==> config.mk <==
export PLATFORM = sky130hd
export DESIGN_NAME = spi_slave_core
export DESIGN_NICKNAME = d
export VERILOG_FILES = /design/src/rtl/spi_pkg.sv /design/src/rtl/spi_pin_sync.sv /design/src/rtl/spi_slave_core.sv
export SDC_FILE = /design/constraint.sdc
export NUM_CORES = 1
export LEC_CHECK = 0
export ABC_CLOCK_PERIOD_IN_PS = 1950
export CAP_MARGIN = 30
export CORE_ASPECT_RATIO = 0.8
export CORE_MARGIN = 3
export CORE_UTILIZATION = 55
export DETAILED_ROUTE_END_ITERATION = 6
export DONT_BUFFER_PORTS = 1
export PLACE_DENSITY_LB_ADDON = 0.08
export RECOVER_POWER = 50
export SYNTH_ARGS = -nofsm -noshare
export SYNTH_HDL_FRONTEND = slang
export SYNTH_HIERARCHICAL = 1
export SYNTH_SLANG_ARGS = --single-unit
==> constraint.sdc <==
create_clock -name clk -period 1.95 [get_ports clk]
set_input_delay 0.585 -clock clk [delete_from_list [all_inputs] [get_ports clk]]
set_output_delay 0.585 -clock clk [all_outputs]
set_load 0.02 [all_outputs]
==> src/rtl/spi_pkg.sv <==
// spi_pkg: shared types and constants for the SPI slave core.
//   spi_state_t : frame FSM states (IDLE, ACTIVE)
//   spi_mode_t  : {cpol, cpha} as latched at frame start
//   MODE0..3    : standard SPI mode encodings
//   lead_edge / trail_edge : map detected sck rise/fall onto the mode's edge roles
package spi_pkg;

    typedef enum logic [0:0] {
        IDLE   = 1'b0,
        ACTIVE = 1'b1
    } spi_state_t;

    typedef struct packed {
        logic cpol;
        logic cpha;
    } spi_mode_t;

    localparam spi_mode_t MODE0 = '{cpol: 1'b0, cpha: 1'b0};
    localparam spi_mode_t MODE1 = '{cpol: 1'b0, cpha: 1'b1};
    localparam spi_mode_t MODE2 = '{cpol: 1'b1, cpha: 1'b0};
    localparam spi_mode_t MODE3 = '{cpol: 1'b1, cpha: 1'b1};

    // Leading edge is the first transition away from the CPOL idle level.
    function automatic logic lead_edge(input spi_mode_t m, input logic rise, input logic fall);
        return m.cpol ? fall : rise;
    endfunction

    // Trailing edge returns sck to the CPOL idle level.
    function automatic logic trail_edge(input spi_mode_t m, input logic rise, input logic fall);
        return m.cpol ? rise : fall;
    endfunction

endpackage

==> src/rtl/spi_pin_sync.sv <==
// spi_pin_sync: synchroniser chain plus history flop for one asynchronous pin.
//   clk, reset : system clock, synchronous active-high reset
//   pin        : asynchronous input
//   level      : synchronised pin level (SYNC_STAGES clk behind the pin)
//   rise_c     : level went 0->1 this cycle (from history vs current)
//   fall_c     : level went 1->0 this cycle
// RESET_VAL is the pin's idle level so reset does not fake an edge.
module spi_pin_sync #(
    parameter int unsigned SYNC_STAGES = 2,
    parameter logic        RESET_VAL   = 1'b0
) (
    input  logic clk,
    input  logic reset,
    input  logic pin,
    output logic level,
    output logic rise_c,
    output logic fall_c
);

    logic [SYNC_STAGES-1:0] sync_q;
    logic                   hist_q;

    // Synchroniser chain and one-deep history for edge detection.
    always_ff @(posedge clk) begin
        if (reset) begin
            sync_q <= {SYNC_STAGES{RESET_VAL}};
            hist_q <= RESET_VAL;
        end else begin
            sync_q <= {sync_q[SYNC_STAGES-2:0], pin};
            hist_q <= sync_q[SYNC_STAGES-1];
        end
    end

    assign level  = sync_q[SYNC_STAGES-1];
    assign rise_c = level & ~hist_q;
    assign fall_c = ~level & hist_q;

endmodule

==> src/rtl/spi_slave_core.sv <==
// spi_slave_core: fully synchronous SPI slave, all four modes, multi-word bursts.
//   clk, reset          : system clock (>= 4x sck), synchronous active-high reset
//   sck, mosi, cs_n     : asynchronous SPI pins, oversampled through spi_pin_sync
//   mode                : {CPOL,CPHA}, latched when cs_n fall is detected
//   lsb_first           : (SPI_SLAVE_LSB_FIRST_EN only) bit order, latched with mode
//   miso, miso_oe       : serial data and output enable for the pad tristate
//   tx_data/valid/ready : TX word handshake; tx_ready pulses when a word is taken
//   rx_data/valid/ready : RX word handshake; rx_valid holds until accepted
//   tx_underrun         : pulse, a word load found tx_valid low (FILL_WORD sent)
//   rx_overrun          : pulse, a word completed while the old one was unread
//   frame_abort         : pulse, cs_n rose mid-word
//   busy                : frame active
// Optional macro SPI_SLAVE_LSB_FIRST_EN adds the lsb_first port; otherwise MSB first.
module spi_slave_core #(
    parameter int unsigned       DATA_W      = 8,
    parameter int unsigned       SYNC_STAGES = 2,
    parameter logic [DATA_W-1:0] FILL_WORD   = '0
) (
    input  logic              clk,
    input  logic              reset,
    input  logic              sck,
    input  logic              mosi,
    input  logic              cs_n,
    input  logic [1:0]        mode,
`ifdef SPI_SLAVE_LSB_FIRST_EN
    input  logic              lsb_first,
`endif
    output logic              miso,
    output logic              miso_oe,
    input  logic [DATA_W-1:0] tx_data,
    input  logic              tx_valid,
    output logic              tx_ready,
    output logic [DATA_W-1:0] rx_data,
    output logic              rx_valid,
    input  logic              rx_ready,
    output logic              tx_underrun,
    output logic              rx_overrun,
    output logic              frame_abort,
    output logic              busy
);

    import spi_pkg::*;

    localparam int unsigned       CNT_W      = $clog2(DATA_W);
    localparam logic [CNT_W-1:0]  LAST_BIT   = CNT_W'(DATA_W - 1);
    localparam int unsigned       FLUSH_W    = $clog2(SYNC_STAGES + 1);
    localparam logic [FLUSH_W-1:0] FLUSH_DONE = FLUSH_W'(SYNC_STAGES);

    // Next bit to drive for the current bit order.
    function automatic logic head_bit(input logic [DATA_W-1:0] w, input logic lsb);
        return lsb ? w[0] : w[DATA_W-1];
    endfunction

    // Drop the bit just driven.
    function automatic logic [DATA_W-1:0] advance(input logic [DATA_W-1:0] w, input logic lsb);
        return lsb ? (w >> 1) : (w << 1);
    endfunction

    // Pin synchronisers; reset values are the pin idle levels.
    logic sck_level, sck_rise, sck_fall;
    logic mosi_level, mosi_rise, mosi_fall;
    logic cs_level, cs_rise, cs_fall;

    spi_pin_sync #(.SYNC_STAGES(SYNC_STAGES), .RESET_VAL(1'b0)) u_sync_sck (
        .clk(clk), .reset(reset), .pin(sck),
        .level(sck_level), .rise_c(sck_rise), .fall_c(sck_fall)
    );

    spi_pin_sync #(.SYNC_STAGES(SYNC_STAGES), .RESET_VAL(1'b0)) u_sync_mosi (
        .clk(clk), .reset(reset), .pin(mosi),
        .level(mosi_level), .rise_c(mosi_rise), .fall_c(mosi_fall)
    );

    spi_pin_sync #(.SYNC_STAGES(SYNC_STAGES), .RESET_VAL(1'b1)) u_sync_cs (
        .clk(clk), .reset(reset), .pin(cs_n),
        .level(cs_level), .rise_c(cs_rise), .fall_c(cs_fall)
    );

    logic unused_pins;
    assign unused_pins = &{1'b0, sck_level, mosi_rise, mosi_fall};

    logic lsb_sel;
`ifdef SPI_SLAVE_LSB_FIRST_EN
    assign lsb_sel = lsb_first;
`else
    assign lsb_sel = 1'b0;
`endif

    // Registered state
    spi_state_t           state_q, state_d;
    spi_mode_t            mode_q, mode_d;
    logic                 lsb_q, lsb_d;
    logic [CNT_W-1:0]     bit_cnt_q, bit_cnt_d;
    logic [DATA_W-1:0]    tx_shift_q, tx_shift_d;
    logic [DATA_W-1:0]    rx_shift_q, rx_shift_d;
    logic [FLUSH_W-1:0]   flush_q, flush_d;
    logic                 armed_q, armed_d;
    logic                 miso_d, miso_oe_d, busy_d;
    logic                 tx_ready_d, tx_underrun_d, rx_overrun_d, frame_abort_d;
    logic [DATA_W-1:0]    rx_data_d;
    logic                 rx_valid_d;

    // Edge roles from the mode latched at frame start.
    logic sample_edge_c, shift_edge_c;
    always_comb begin
        sample_edge_c = mode_q.cpha ? trail_edge(mode_q, sck_rise, sck_fall)
                                    : lead_edge(mode_q, sck_rise, sck_fall);
        shift_edge_c  = mode_q.cpha ? lead_edge(mode_q, sck_rise, sck_fall)
                                    : trail_edge(mode_q, sck_rise, sck_fall);
    end

    // Next-state and datapath logic.
    logic              flushed_c;
    logic [DATA_W-1:0] load_word_c;
    logic [DATA_W-1:0] rx_word_c;
    spi_mode_t         mode_in_c;

    always_comb begin
        state_d       = state_q;
        mode_d        = mode_q;
        lsb_d         = lsb_q;
        bit_cnt_d     = bit_cnt_q;
        tx_shift_d    = tx_shift_q;
        rx_shift_d    = rx_shift_q;
        miso_d        = miso;
        miso_oe_d     = miso_oe;
        busy_d        = busy;
        rx_data_d     = rx_data;
        rx_valid_d    = rx_valid && !rx_ready;
        tx_ready_d    = 1'b0;
        tx_underrun_d = 1'b0;
        rx_overrun_d  = 1'b0;
        frame_abort_d = 1'b0;

        // cs_n level is trusted only once the synchroniser has flushed its reset
        // value; a frame starts only from a genuine high-then-low cs_n.
        flushed_c = (flush_q == FLUSH_DONE);
        flush_d   = flushed_c ? flush_q : flush_q + FLUSH_W'(1);
        armed_d   = armed_q || (flushed_c && cs_level);

        load_word_c = tx_valid ? tx_data : FILL_WORD;
        mode_in_c   = spi_mode_t'(mode);
        rx_word_c   = lsb_q ? {mosi_level, rx_shift_q[DATA_W-1:1]}
                            : {rx_shift_q[DATA_W-2:0], mosi_level};

        case (state_q)
            IDLE: begin
                miso_oe_d = 1'b0;
                busy_d    = 1'b0;
                if (cs_fall && armed_q) begin
                    state_d       = ACTIVE;
                    mode_d        = mode_in_c;
                    lsb_d         = lsb_sel;
                    bit_cnt_d     = LAST_BIT;
                    rx_shift_d    = '0;
                    miso_oe_d     = 1'b1;
                    busy_d        = 1'b1;
                    tx_ready_d    = tx_valid;
                    tx_underrun_d = !tx_valid;
                    // CPHA=0 needs the first bit on the wire before the first sck edge.
                    if (!mode_in_c.cpha) begin
                        miso_d     = head_bit(load_word_c, lsb_sel);
                        tx_shift_d = advance(load_word_c, lsb_sel);
                    end else begin
                        tx_shift_d = load_word_c;
                    end
                end
            end

            ACTIVE: begin
                if (cs_rise) begin
                    state_d    = IDLE;
                    miso_oe_d  = 1'b0;
                    busy_d     = 1'b0;
                    rx_shift_d = '0;
                    if (bit_cnt_q != LAST_BIT) begin
                        frame_abort_d = 1'b1;
                    end
                end else begin
                    if (sample_edge_c) begin
                        rx_shift_d = rx_word_c;
                        if (bit_cnt_q == '0) begin
                            bit_cnt_d = LAST_BIT;
                            if (!rx_valid || rx_ready) begin
                                rx_data_d  = rx_word_c;
                                rx_valid_d = 1'b1;
                            end else begin
                                rx_overrun_d = 1'b1;
                            end
                            // Pre-load unshifted; the next shift edge drives its first bit.
                            tx_shift_d    = load_word_c;
                            tx_ready_d    = tx_valid;
                            tx_underrun_d = !tx_valid;
                        end else begin
                            bit_cnt_d = bit_cnt_q - CNT_W'(1);
                        end
                    end
                    if (shift_edge_c) begin
                        miso_d     = head_bit(tx_shift_q, lsb_q);
                        tx_shift_d = advance(tx_shift_q, lsb_q);
                    end
                end
            end

            default: state_d = IDLE;
        endcase
    end

    // FSM state register.
    always_ff @(posedge clk) begin
        if (reset) begin
            state_q <= IDLE;
        end else begin
            state_q <= state_d;
        end
    end

    // Datapath and output registers.
    always_ff @(posedge clk) begin
        if (reset) begin
            mode_q      <= '0;
            lsb_q       <= 1'b0;
            bit_cnt_q   <= '0;
            tx_shift_q  <= '0;
            rx_shift_q  <= '0;
            flush_q     <= '0;
            armed_q     <= 1'b0;
            miso        <= 1'b0;
            miso_oe     <= 1'b0;
            busy        <= 1'b0;
            rx_data     <= '0;
            rx_valid    <= 1'b0;
            tx_ready    <= 1'b0;
            tx_underrun <= 1'b0;
            rx_overrun  <= 1'b0;
            frame_abort <= 1'b0;
        end else begin
            mode_q      <= mode_d;
            lsb_q       <= lsb_d;
            bit_cnt_q   <= bit_cnt_d;
            tx_shift_q  <= tx_shift_d;
            rx_shift_q  <= rx_shift_d;
            flush_q     <= flush_d;
            armed_q     <= armed_d;
            miso        <= miso_d;
            miso_oe     <= miso_oe_d;
            busy        <= busy_d;
            rx_data     <= rx_data_d;
            rx_valid    <= rx_valid_d;
            tx_ready    <= tx_ready_d;
            tx_underrun <= tx_underrun_d;
            rx_overrun  <= rx_overrun_d;
            frame_abort <= frame_abort_d;
        end
    end

endmodule

==> out/results.txt <==
CTS tree - yes
DP Area - 1940 sq um
R2r setup slk - 160 ps
WS Path Type - flop to flop
Pin count of the biggest net entering global routing - 45
Outcome - finished, final reports clean
Hold Slack - 350 ps
CP delay by family, top - simple AND/OR/NAND/NOR gates
Min-delay src - reset
RD Place Congestion - 0.787
Share of layout cells above drive strength 1 - 11.7%
Setup TNS - 0 ps
Die footprint - 4200 sq um
Switching share of power - 24.1%
Syn Inst Count - 193
Site Rows - 18
Core area - 3200 sq um
Slowest cell delay on critical path - 390 ps
Hold endpoint - flush_q[1]
Slew @ Worst Pin - 745 ps
Initial Util - 59.4%
Leakage - 0.000709 uW
Via/cell ratio - 5.89
First-pass GRT wire length - 5.79 mm
Period utilization - 91.8%
Area delta synth->final - 7.11%
Psw - 422 uW
Total CTS buffers - 5
Met2 Resource Use GR - 27.9%
Initial antenna violation count - 0
PortBufs - 0
M3 GR Usage - 7.68%
Max VDD drop - 0.569 mV
Initial DRC count - 53
Clk_lat worst skew - 290 ps
Clk pwr share - 31.4%
Worst-path cell chain - inv_1 > ha_1 > nor2b_1 > nor4b_2 > a211oi_4 > buf_4 > nand2b_1 > a21oi_1
Root Buffer - clkbuf_8
CP Max Fanout - 16
Power Total - 1760 uW
Initial DRT Pass Iterations - 4
Hold Path Class - primary input to flop
FF-to-FF path depth - 8
Final instance area - 2040 sq um
Worst Path Required - 2180 ps
CTS clock-pin slew for the worst setup and hold paths - 80 ps
Share of total power in sequential cells - 58.9%
Gate power share - 9.7%
WP data arrival - 2020 ps
Crit path launch type - flop
GRT met1 Usage - 21.6%
RR Endpoint - tx_shift_q[0]
Setup violators final - 0
Final hold vios - 0
Layout Nets - 217
Remaining DRCs - 0
# IOs - 33
Max Cap Violations - 0
Clock sinks - 47
Final Skew - 6.30 ps
Hold path depth - 1
R2R Path Start - bit_cnt_q[0]
Synthesized area per cell - 9.85 sq um
Worst Path Buf+Inv - 2
Critical Path Sink Type - flop
Final core occ - 63.7%
Slew Viols, Final - 0
Total track usage - 17.9%
Grt total ovfl - 0
DR vias - 1396
Slowest cell on crit path - dfxtp_1
Maximum clock frequency - 0.559 GHz
Netlist Area Pre-Place - 1900 sq um
Vias in the first global route - 1326
H-tree depth - 2
P_int - 1330 uW
Pwr/cell area - 863 nW/um^2
GRT Max-Usage Layer - met2
HPWL Detailed - 2.41 mm
Die height - 58.6 microns
Yosys Warn Count - 6
Antenna Cells - 0
Final min period - 1790 ps
Deepest clock path buffer count - 2
Avg WL per Cell - 14.3 microns
Chip width - 71.7 microns
Detailed Route WL - 3.39 mm
Max transition margin - 50.0%
Mapped Nets - 214
Post-DRT Antenna Nets - 0
==> through the flow <==
step	instances	setup slack, ps
floorplan	193	269
detailed placement	229	112
finish	237	161
global placement	229	203
CTS	237	98.3
global route	237	-1.27
==> area by class of cell <==
| type | count | area (sq um) |
|---|---|---|
| clock inverters | 2 | 12.5 |
| repair buffers | 5 | 33.8 |
| flip-flops and latches | 47 | 941 |
| clock buffers | 6 | 72.6 |
| well taps | 40 | 50.0 |
| fillers | 268 | 1160 |
| inverters | 5 | 18.8 |
| multi-input cells | 132 | 907 |
==> worst reg2reg max path, cell delays in order (launching register included) <==
cell	delay, ps
dfxtp_1	390
inv_1	80
ha_1	210
nor2b_1	170
nor4b_2	340
a211oi_4	70
buf_4	200
nand2b_1	150
a21oi_1	130
==> per-layer routing <==
| layer | vias up | routed length, microns |
|---|---|---|
| met5 | - | 0 |
| met4 | 0 | 30 |
| met3 | 2 | 214 |
| met2 | 34 | 1550 |
| met1 | 657 | 1590 |
| li1 | 703 | - |
==> worst max-delay path by stage <==
stage,from,end,cells past startpoint
after floorplan,u_sync_cs/sync_q[1],tx_shift_q[7],7
after global placement,bit_cnt_q[0],tx_shift_q[0],8
after detailed placement,mode_q[0],rx_shift_q[0],6
after CTS,mode_q[0],rx_shift_q[2],6
after global routing,mode_q[0],tx_shift_q[6],5
final,bit_cnt_q[0],tx_shift_q[0],8
==> power groups by stage <==
stage                     logic (uW)  registers [uW]  clock network (uW)
after global routing             200            1040                 614
after floorplan                  152            1050                   0
after detailed placement         170            1060                   0
final                            171            1030                 551
after global placement           158            1050                   0
after CTS                        172            1030                 574
==> timing repair <==
action / 4_1_cts / 5_1_grt
endpoints found under the setup margin: 0 / 11
resized for setup: 0 / 4
hold buffers: 0 / 0
buffers inserted: 0 / 0
==> registers in the layout, summed over array words and instances (netlist names), 2 cells and up <==
signal              count
u_sync_cs/sync_q        2
u_sync_mosi/sync_q      2
u_sync_sck/sync_q       2
tx_shift_q              8
rx_shift_q              7
rx_data                 8
flush_q                 2
mode_q                  2
bit_cnt_q               3
==> cell usage in the layout, fill, tap and decap left out, types with 2 or more instances in the layout <==
master,instances
dfxtp_1,47
nor2_1,32
nand2_1,10
nor2b_1,9
a211oi_1,9
a21oi_1,8
mux2i_1,8
a222oi_1,7
a32oi_1,7
inv_1,5
clkbuf_8,5
nand2b_1,4
nor3_1,4
ha_1,4
buf_4,4
or2_1,3
mux2i_2,2
a311oi_1,2
clkbuf_1,2
Note: power is estimated with default switching activity, not from simulation.
